<file path="src/rtl/retire_wide.sv">
`default_nettype none
// retire_wide: reorder buffer with in-order multi-lane retire, a store/load memory
// port at the head, and mispredict flush. Revision 1.0.
module retire_wide #(
  parameter  int DEPTH    = 16,
  parameter  int RETIRE_W = 2,
  parameter  int DATA_W   = 32,
  parameter  int PRF_AW   = 6,
  localparam int IW       = $clog2(DEPTH)
) (
  input  logic                         clk,
  input  logic                         rst,
  input  logic                         alloc_en,
  input  logic [1:0]                   alloc_kind,
  input  logic                         alloc_has_dest,
  input  logic [PRF_AW-1:0]            alloc_dest,
  input  logic [PRF_AW-1:0]            alloc_old,
  output logic [IW-1:0]                alloc_idx,
  output logic                         full,
  output logic                         empty,
  output logic [IW:0]                  count,
  input  logic                         cmpl_en,
  input  logic [IW-1:0]                cmpl_idx,
  input  logic [DATA_W-1:0]            cmpl_value,
  input  logic [31:0]                  cmpl_addr,
  input  logic                         cmpl_mispred,
  output logic [RETIRE_W-1:0]          ret_en,
  output logic [RETIRE_W-1:0]          ret_rf_we,
  output logic [RETIRE_W*PRF_AW-1:0]   ret_dest,
  output logic [RETIRE_W*PRF_AW-1:0]   ret_old,
  output logic [RETIRE_W*DATA_W-1:0]   ret_value,
  output logic [RETIRE_W*IW-1:0]       ret_idx,
  output logic                         flush,
  output logic [31:0]                  flush_pc,
  output logic                         dmem_wr_en,
  output logic                         dmem_rd_en,
  output logic [31:0]                  dmem_addr,
  output logic [31:0]                  dmem_wdata,
  input  logic                         dmem_valid,
  input  logic [31:0]                  dmem_rdata
);
  localparam logic [1:0] K_ALU = 2'd0, K_LOAD = 2'd1, K_STORE = 2'd2, K_BRANCH = 2'd3;
  localparam logic [1:0] S_FREE = 2'd0, S_WAIT = 2'd1, S_DONE = 2'd2;

  typedef enum logic {IDLE, LD_WAIT} mem_state_t;
  mem_state_t mstate, mstate_next;

  logic [1:0]        st       [DEPTH];
  logic [1:0]        kind     [DEPTH];
  logic              has_dest [DEPTH];
  logic [PRF_AW-1:0] dest     [DEPTH];
  logic [PRF_AW-1:0] old      [DEPTH];
  logic [DATA_W-1:0] value    [DEPTH];
  logic [31:0]       addr     [DEPTH];
  logic              mispred  [DEPTH];

  logic [IW:0]         head, tail, cnt;
  logic [IW-1:0]       hidx;
  logic [IW-1:0]       lane_idx [RETIRE_W];
  logic [RETIRE_W-1:0] ren;
  logic [2:0]          n_ret;
  logic                head_done, acc, cmpl_ok;

  // Occupancy comes from the wrap-bit pointer difference.
  assign cnt       = tail - head;
  assign hidx      = head[IW-1:0];
  assign count     = cnt;
  assign full      = (cnt == (IW+1)'(DEPTH));
  assign empty     = (cnt == '0);
  assign alloc_idx = tail[IW-1:0];
  assign head_done = !empty && (st[hidx] == S_DONE);
  assign acc       = alloc_en && !full && !flush;
  assign cmpl_ok   = cmpl_en && !flush && (st[cmpl_idx] == S_WAIT);

  always_comb begin
    logic go, ok, simple;
    go    = 1'b1;
    ren   = '0;
    n_ret = '0;
    for (int k = 0; k < RETIRE_W; k++) begin
      lane_idx[k] = hidx + IW'(k);
      simple = (kind[lane_idx[k]] == K_ALU) ||
               (kind[lane_idx[k]] == K_BRANCH && !mispred[lane_idx[k]]);
      ok = go && (k < int'(cnt)) && (st[lane_idx[k]] == S_DONE);
      if (k == 0 && kind[lane_idx[k]] == K_LOAD)
        ok = ok && (mstate == LD_WAIT) && dmem_valid;
      if (k > 0)
        ok = ok && simple;
      ren[k] = ok;
      if (ok)
        n_ret = n_ret + 3'd1;
      // Stores, loads and mispredicts at the head always retire alone.
      go = ok && simple;
    end
  end

  always_comb begin
    ret_en    = ren;
    ret_rf_we = '0;
    ret_dest  = '0;
    ret_old   = '0;
    ret_value = '0;
    ret_idx   = '0;
    for (int k = 0; k < RETIRE_W; k++) begin
      if (ren[k]) begin
        ret_dest[k*PRF_AW +: PRF_AW] = dest[lane_idx[k]];
        ret_idx[k*IW +: IW]          = lane_idx[k];
        ret_value[k*DATA_W +: DATA_W] = (k == 0 && kind[lane_idx[k]] == K_LOAD) ?
                                        DATA_W'(dmem_rdata) : value[lane_idx[k]];
        if (has_dest[lane_idx[k]] && dest[lane_idx[k]] != '0) begin
          ret_rf_we[k]                = 1'b1;
          ret_old[k*PRF_AW +: PRF_AW] = old[lane_idx[k]];
        end
      end
    end
    flush      = ren[0] && (kind[hidx] == K_BRANCH) && mispred[hidx];
    flush_pc   = flush ? addr[hidx] : 32'd0;
    dmem_wr_en = head_done && (kind[hidx] == K_STORE);
    dmem_rd_en = (mstate == LD_WAIT);
    dmem_addr  = dmem_wr_en ? addr[hidx] : (dmem_rd_en ? 32'(value[hidx]) : 32'd0);
    dmem_wdata = dmem_wr_en ? 32'(value[hidx]) : 32'd0;
  end

  always_ff @(posedge clk or posedge rst) begin
    if (rst) mstate <= IDLE;
    else     mstate <= mstate_next;
  end

  always_comb begin
    mstate_next = mstate;
    case (mstate)
      IDLE:    if (head_done && kind[hidx] == K_LOAD) mstate_next = LD_WAIT;
      LD_WAIT: if (dmem_valid) mstate_next = IDLE;
      default: mstate_next = IDLE;
    endcase
  end

  always_ff @(posedge clk or posedge rst) begin
    if (rst) begin
      head <= '0;
      tail <= '0;
      for (int i = 0; i < DEPTH; i++) st[i] <= S_FREE;
    end else if (flush) begin
      for (int i = 0; i < DEPTH; i++) st[i] <= S_FREE;
      head <= head + (IW+1)'(1);
      tail <= head + (IW+1)'(1);
    end else begin
      for (int k = 0; k < RETIRE_W; k++)
        if (ren[k]) st[lane_idx[k]] <= S_FREE;
      if (cmpl_ok) st[cmpl_idx] <= S_DONE;
      if (acc) begin
        st[tail[IW-1:0]] <= S_WAIT;
        tail <= tail + (IW+1)'(1);
      end
      head <= head + (IW+1)'(n_ret);
    end
  end

  always_ff @(posedge clk) begin
    if (acc) begin
      kind[tail[IW-1:0]]     <= alloc_kind;
      has_dest[tail[IW-1:0]] <= alloc_has_dest;
      dest[tail[IW-1:0]]     <= alloc_dest;
      old[tail[IW-1:0]]      <= alloc_old;
    end
    if (cmpl_ok) begin
      value[cmpl_idx]   <= cmpl_value;
      addr[cmpl_idx]    <= cmpl_addr;
      mispred[cmpl_idx] <= cmpl_mispred;
    end
  end

endmodule
`default_nettype wire

</file>
<file path="config.mk">
export PLATFORM = sky130hd
export DESIGN_NAME = retire_wide
export DESIGN_NICKNAME = d
export VERILOG_FILES = /design/src/rtl/retire_wide.sv
export SDC_FILE = /design/constraint.sdc
export NUM_CORES = 2
export LEC_CHECK = 0
export BUFFER_PORTS_ARGS = -buffer_cell sky130_fd_sc_hd__buf_2
export CAP_MARGIN = 5
export CORE_ASPECT_RATIO = 0.5
export CORE_UTILIZATION = 61
export CTS_BUF_LIST = sky130_fd_sc_hd__clkbuf_16
export DETAILED_ROUTE_END_ITERATION = 8
export PLACE_DENSITY_LB_ADDON = 0.08
export SLEW_MARGIN = 10
export SYNTH_ARGS = -nofsm -noshare
export SYNTH_HDL_FRONTEND = slang
export SYNTH_SLANG_ARGS = --single-unit
</file>
<file path="constraint.sdc">
create_clock -name clk -period 13.05 [get_ports clk]
set_clock_uncertainty 0.2 [all_clocks]
set_input_delay 1.9575 -clock clk [delete_from_list [all_inputs] [get_ports clk]]
set_output_delay 1.9575 -clock clk [all_outputs]
set_load 0.005 [all_outputs]
</file>
After elaboration in Yosys (flattened, before gate mapping)
Memories as Yosys holds them, arrays and structs flattened.
Index checks and enable logic that the tools add are counted.

storage, ports and cells
  register bits = 43
  memory bits (writable) = 1280
  input bits = 121
  output and inout port bits = 210
  word-level logic and storage cells = 159
  memories = 7

cells by class
  add/sub/neg operators = 6
  order comparisons = 10
  equal/unequal tests = 8
  muxes and demuxes = 57
  bitwise operators = 15
  reductions and logical operators = 37

memories
  name             words  bits a word  read ports  clocked after memory_dff  wr ports  line  source
  addr             16     32           1           0                         1         54    logic [31:0] addr [DEPTH];
  value            16     32           2           0                         1         53    logic [DATA_W-1:0] value [DEPTH];
  dest             16     6            2           0                         1         51    logic [PRF_AW-1:0] dest [DEPTH];
  old              16     6            2           0                         1         52    logic [PRF_AW-1:0] old [DEPTH];
  kind             16     2            2           0                         1         49    logic [1:0] kind [DEPTH];
  has_dest         16     1            2           0                         1         50    logic has_dest [DEPTH];
  1 more memories  -      -            -           -                         -         -

operators by type and width
  operator                                                    count
  2-to-1 mux 32 bit                                           15
  AND 32 bit                                                  2
  inverter 32 bit                                             2
  2-to-1 mux 6 bit                                            6
  AND 16 bit                                                  2
  demux 2 bit (select 4 bit)                                  4
  inverter 16 bit                                             2
  OR 16 bit                                                   2
  binary-select mux 2 bit (select 4 bit)                      3
  logical AND 1 bit                                           24
  greater-or-equal comparator 5 bit, second input constant    4
  less-than comparator 5 x 1 -> 1 bit, second input constant  4
  2-to-1 mux 2 bit                                            10
  inverter 4 -> 5 bit                                         4
  2-to-1 mux 5 bit                                            3
  2-to-1 mux 1 bit                                            12
  nonzero test 6 bit                                          2
  adder 5 x 1 -> 5 bit, second input constant                 2
  == test 2 bit, second input constant                        5
  less-than comparator 1 x 5 -> 1 bit, first input constant   2
  2-to-1 mux 4 bit                                            2
  adder 5 x 3 -> 5 bit                                        1
  == test 5 bit, second input constant                        1
  zero test 1 bit                                             5
  11 further kinds                                            14

Depth between registers and ports, before layout
  word-level depth = 21
  depth in mapped cells = 27
  gate-level depth less buffers = 19

Least setup slack after synthesis
OpenSTA, ideal clock, no wires.

  path type = register to register
  start = register head[1]
  end = memory addr[8][0], enable pin
  setup time = 0.568 ns
  arrival time = 8.446 ns
  required time = 12.282 ns
  setup slack = 3.836 ns
  stages on the path, launching flop included = 19
  path buffers = 8
  clock period less this slack = 9.214 ns
  cell sequence = dfrtp_1 > buf_6 > buf_4 > buf_4 > buf_4 > buf_2 > buf_2 > buf_2 > inv_1 > fa_1 > a21o_1 > a21oi_1 > xor2_1 > inv_1 > o211a_1 > nand3_1 > clkbuf_1 > nand2_1 > nor3_1

on the way
  elaborated cells on any way between the ends = 22
  classes of those cells = add/sub (1); order compare (1); eq/ne (3); mux (6); bitwise (1); reduce/logical (8); memory (2)

RTL lines
  what                                      line  source
  start: declaration                        57    logic [IW:0] head, tail, cnt;
  start signal: assignment                  145   head <= head + (IW+1)'(1);
  start signal: assignment                  155   head <= head + (IW+1)'(n_ret);
  subtractor 5 bit *                        65    assign cnt = tail - head;
  named net count[4]                        21    output logic [IW:0] count,
  less-than comparator 1 x 5 -> 1 bit *     84    ok = go && (k < int'(cnt)) && (st[lane_idx[k]] == S_DONE);
  logical AND 1 bit *                       84
  logical AND 1 bit (2 in series)           86    ok = ok && (mstate == LD_WAIT) && dmem_valid;
  2-to-1 mux 1 bit *                        85    if (k == 0 && kind[lane_idx[k]] == K_LOAD)
  logical AND 1 bit * (2 in series)         116   flush = ren[0] && (kind[hidx] == K_BRANCH) && mispred[hidx];
  zero test 1 bit *                         73    assign cmpl_ok = cmpl_en && !flush && (st[cmpl_idx] == S_WAIT);
  logical AND 1 bit * (2 in series)         73
  2-to-1 mux 1 bit *                        166   if (cmpl_ok) begin
  2-to-1 mux 1 bit (not written as such) *  168   addr[cmpl_idx] <= cmpl_addr;
  end: declaration                          54

Mark *: on every way through the listed nets, which the timed path passes. The rest lies on a longest branch. The select of a mux whose other input is x is not followed.

Worst setup path after layout
  start = register head[1]
  end = output port ret_idx[5]

on the way
  cells in the longest elaborated chain, start to end = 14
  elaborated cells on any way between the ends = 36
  classes of those cells = add/sub (2); order compare (2); eq/ne (5); mux (8); bitwise (2); reduce/logical (15); memory (2)

RTL lines
  what                                                                       line  source
  parallel branches: the longest is 13 deep, another holds subtractor 5 bit  -
  2-to-1 mux 4 bit *                                                         105   if (ren[k]) begin
  end: declaration                                                           32    output logic [RETIRE_W*IW-1:0] ret_idx,

Every way passes the cells marked *. The select of a mux whose other input is x is not followed.

==> reports/qor.csv <==
metric,value,unit
setup-tns-final,0,ps
avgSynthCellArea,20.6,µm²
cts_tree,built,
grt_use_total,0.314,
clock-sinks,1323,
layout_commonest_cell,edfxtp_1,
critical_path.slowest_cell,buf_4,
synth_cell_types,63,
ys_seq_elements,1323,
cts_resized,0,
nets,3320,
clk_latency,750,ps
route.detailed.drc,0,
drtIter0Drc,4372,
layout-drive-gt1-share,0.379,
synth_fp_nets,3029,
drv_cap,0,
finalHoldViolations,0,
dp_hpwl,87000,µm
cp_top_family,buffers and inverters,
cts_root_buf,clkbuf_16,
routabilityCongestion,0.932,
grt_pass1_vias,31600,
cts_buffers,110,
postRouteAntennaNets,0,
post_drt_wl_per_cell,33.7,µm
vias,32300,
setup_viol,0,
max_clock_freq,103,MHz
cp_cell_sequence,buf_4 > buf_4 > buf_4 > mux4_2 > mux2_2 > nand2b_1 > o21a_2 > buf_4 > o21ai_4 > inv_2 > buf_4 > o211ai_4 > buf_4 > inv_1 > and2_1 > buf_2,
fin_crit,9680,ps
cellPowerDensity,224,nW/µm²
dp_slack,3990,ps
yosys_warnings,0,
min_period_over_period,0.741,
max_stage_delay,930,ps
dieArea,98700,µm²
pin_count,331,
rsz0062_at_grt,false,
rows,80,
yosysTopAreaCell,edfxtp_1,
area_growth,11.2,%
whs,352,ps
cts_max_path_buffers,3,
ctsHoldBuffers,0,
async_flop_share,0.0325,
maxSlewHeadroom,0.186,
grt-ovfl-total,0,
core_area,95900,µm²
slew_violations,0,
grt_pass1_wl,220000,µm
synth_area_leaders,"edfxtp_1 (65%), mux4_2 (24%), dfrtp_1 (1.8%), buf_2 (0.86%), mux2i_1 (0.83%)",
nFillCells,5925,
antenna_found_initial,9,
critPathBufInv,9,
cpMostUsedCell,buf_4,
drtPass1Iterations,6,
syn_area,59400,µm²
via_per_inst,7.08,
ir_drop,0.000269,V
ff2ff_setup_slack,4760,ps
setup_slack,3370,ps
syn_inst,2888,
portBuffers,330,
start_util,0.619,
grt_max_degree,168,
cts_max_level,3,
wirelength,153000,µm
seq_area_frac_synth,0.666,
post-cts-setup-buffer-count,0,
hp-class,register to register,
outcome,finished clean,
worstPathArrival,7520,ps
end_kind,output pin,
required,10890,ps
worst-setup-path-type,register to output pin,
leakagePower,0.0219,µW
critPathLaunchType,register,
yosysTopAreaCellShare,0.647,
synth-main-ff-cell,edfxtp_1,
worst_pin_slew,1220,ps
crit_fanout,55,
synth_edf_count,1280,
die-height,223,µm
clk_pin_slew_worst_paths,70,ps
die_width,443,µm
final_cell_mix,"edfxtp_1 (1280), mux4_2 (643), buf_2 (330), nand2_1 (110), clkbuf_16 (110)",
## state kept, by name, summed over array words and instances, names as in the netlist
signal	cells
addr	512
dest	96
dmem_rd_en	1
has_dest	16
head	5
kind	32
mispred	16
old	96
st	32
tail	5
value	512
## worst paths after layout
path,depth (start not counted),start,end
hold / removal,1,head[4]$_DFF_PP0_,head[4]$_DFF_PP0_
min in group asynchronous,2,rst,dmem_rd_en$_DFF_PP0_
max in group asynchronous,2,rst,head[1]$_DFF_PP0_
hold reg to reg,1,head[4]$_DFF_PP0_,head[4]$_DFF_PP0_
setup reg to reg,20,head[1]$_DFF_PP0_,head[4]$_DFF_PP0_
setup / recovery,16,head[1]$_DFF_PP0_,ret_idx[5]
## synth_stat cells (9+ instances only)
cell      instances
o31ai_1           9
nand3b_1          9
buf_2           102
nor2b_1          58
buf_1            27
a21oi_1          20
and3_1           11
edfxtp_1       1280
nor2_1           74
inv_1            36
nand2b_1         15
clkbuf_1         60
nand3_1          41
nor3_1           11
and2_1           75
mux4_2          643
o21ai_0          44
nand4_1          11
dfrtp_1          43
a31oi_1          10
nand2_1         110
ha_1             18
buf_4            18
mux2i_1          49
## per-stage QoR
| stage | power [µW] | cells | utilization | cell area (µm²) |
|---|---|---|---|---|
| floorplan | 9560 | 2888 | - | 59400 |
| global placement | 11500 | 4338 | 0.649 | 62300 |
| CTS | 14900 | 4545 | 0.688 | 66000 |
| finish | 14800 | 4553 | 0.689 | 66000 |
| detailed placement | 11500 | 4338 | 0.649 | 62300 |
| global route | 15300 | 4548 | 0.688 | 66000 |
## metal layers
metal / vias to the layer above / part of all wire / wire length (µm) / GRT usage
met3: 257 / 0.093 / 14300 / 0.0553
li1: 12800 / - / - / -
met1: 17200 / 0.38 / 59000 / 0.453
met2: 1913 / 0.50 / 76000 / 0.504
met5: - / 0.00026 / 40 / 0
met4: 6 / 0.026 / 4040 / 0.0876
## layout make-up
| cell class | instances | area, µm² | area share |
|---|---|---|---|
| antenna | 8 | 20.0 | 0.000303 |
| clock buffer | 110 | 2750 | 0.0417 |
| clock inverter | 97 | 973 | 0.0147 |
| inverter | 38 | 160 | 0.00243 |
| multi-input combinational | 1315 | 18800 | 0.285 |
| sequential | 1323 | 39500 | 0.599 |
| tap | 1271 | 1590 | 0.0241 |
| timing repair buffer | 391 | 2170 | 0.0329 |
## worst register-to-register path, delay by kind of cell, from the launching register on
kind,cells,cell delay (ps)
simple gates,2,240
mux,3,1170
fa+ha+maj,3,1030
compound gates,3,810
buf+inv,8,4050
xor+xnor,1,120
flops,1,600
## power breakdown
group / total (µW) / switching, µW / internal [µW]
Sequential: 5020 / 156 / 4870
Clock: 3410 / 1580 / 1830
Combinational: 6390 / 3380 / 3000
Total: 14800 / 5120 / 9700
## kinds of logic (layout without fill, tap and decap cells)
| kind of cell | count (synthesis) | after routing | synth area share |
|---|---|---|---|
| multiplexers | 697 | 697 | 0.253 |
| buffers and inverters | 250 | 636 | 0.0197 |
| adder cells (fa/ha/maj) | 20 | 20 | 0.00447 |
| AO/OA/AOI/OAI | 152 | 152 | 0.0177 |
| AND/OR/NAND/NOR | 433 | 433 | 0.0374 |
| XOR/XNOR | 13 | 13 | 0.00204 |
| other | 0 | 8 | 0 |
| flip-flops | 1323 | 1323 | 0.666 |
Power figures use the tool's default switching activity.
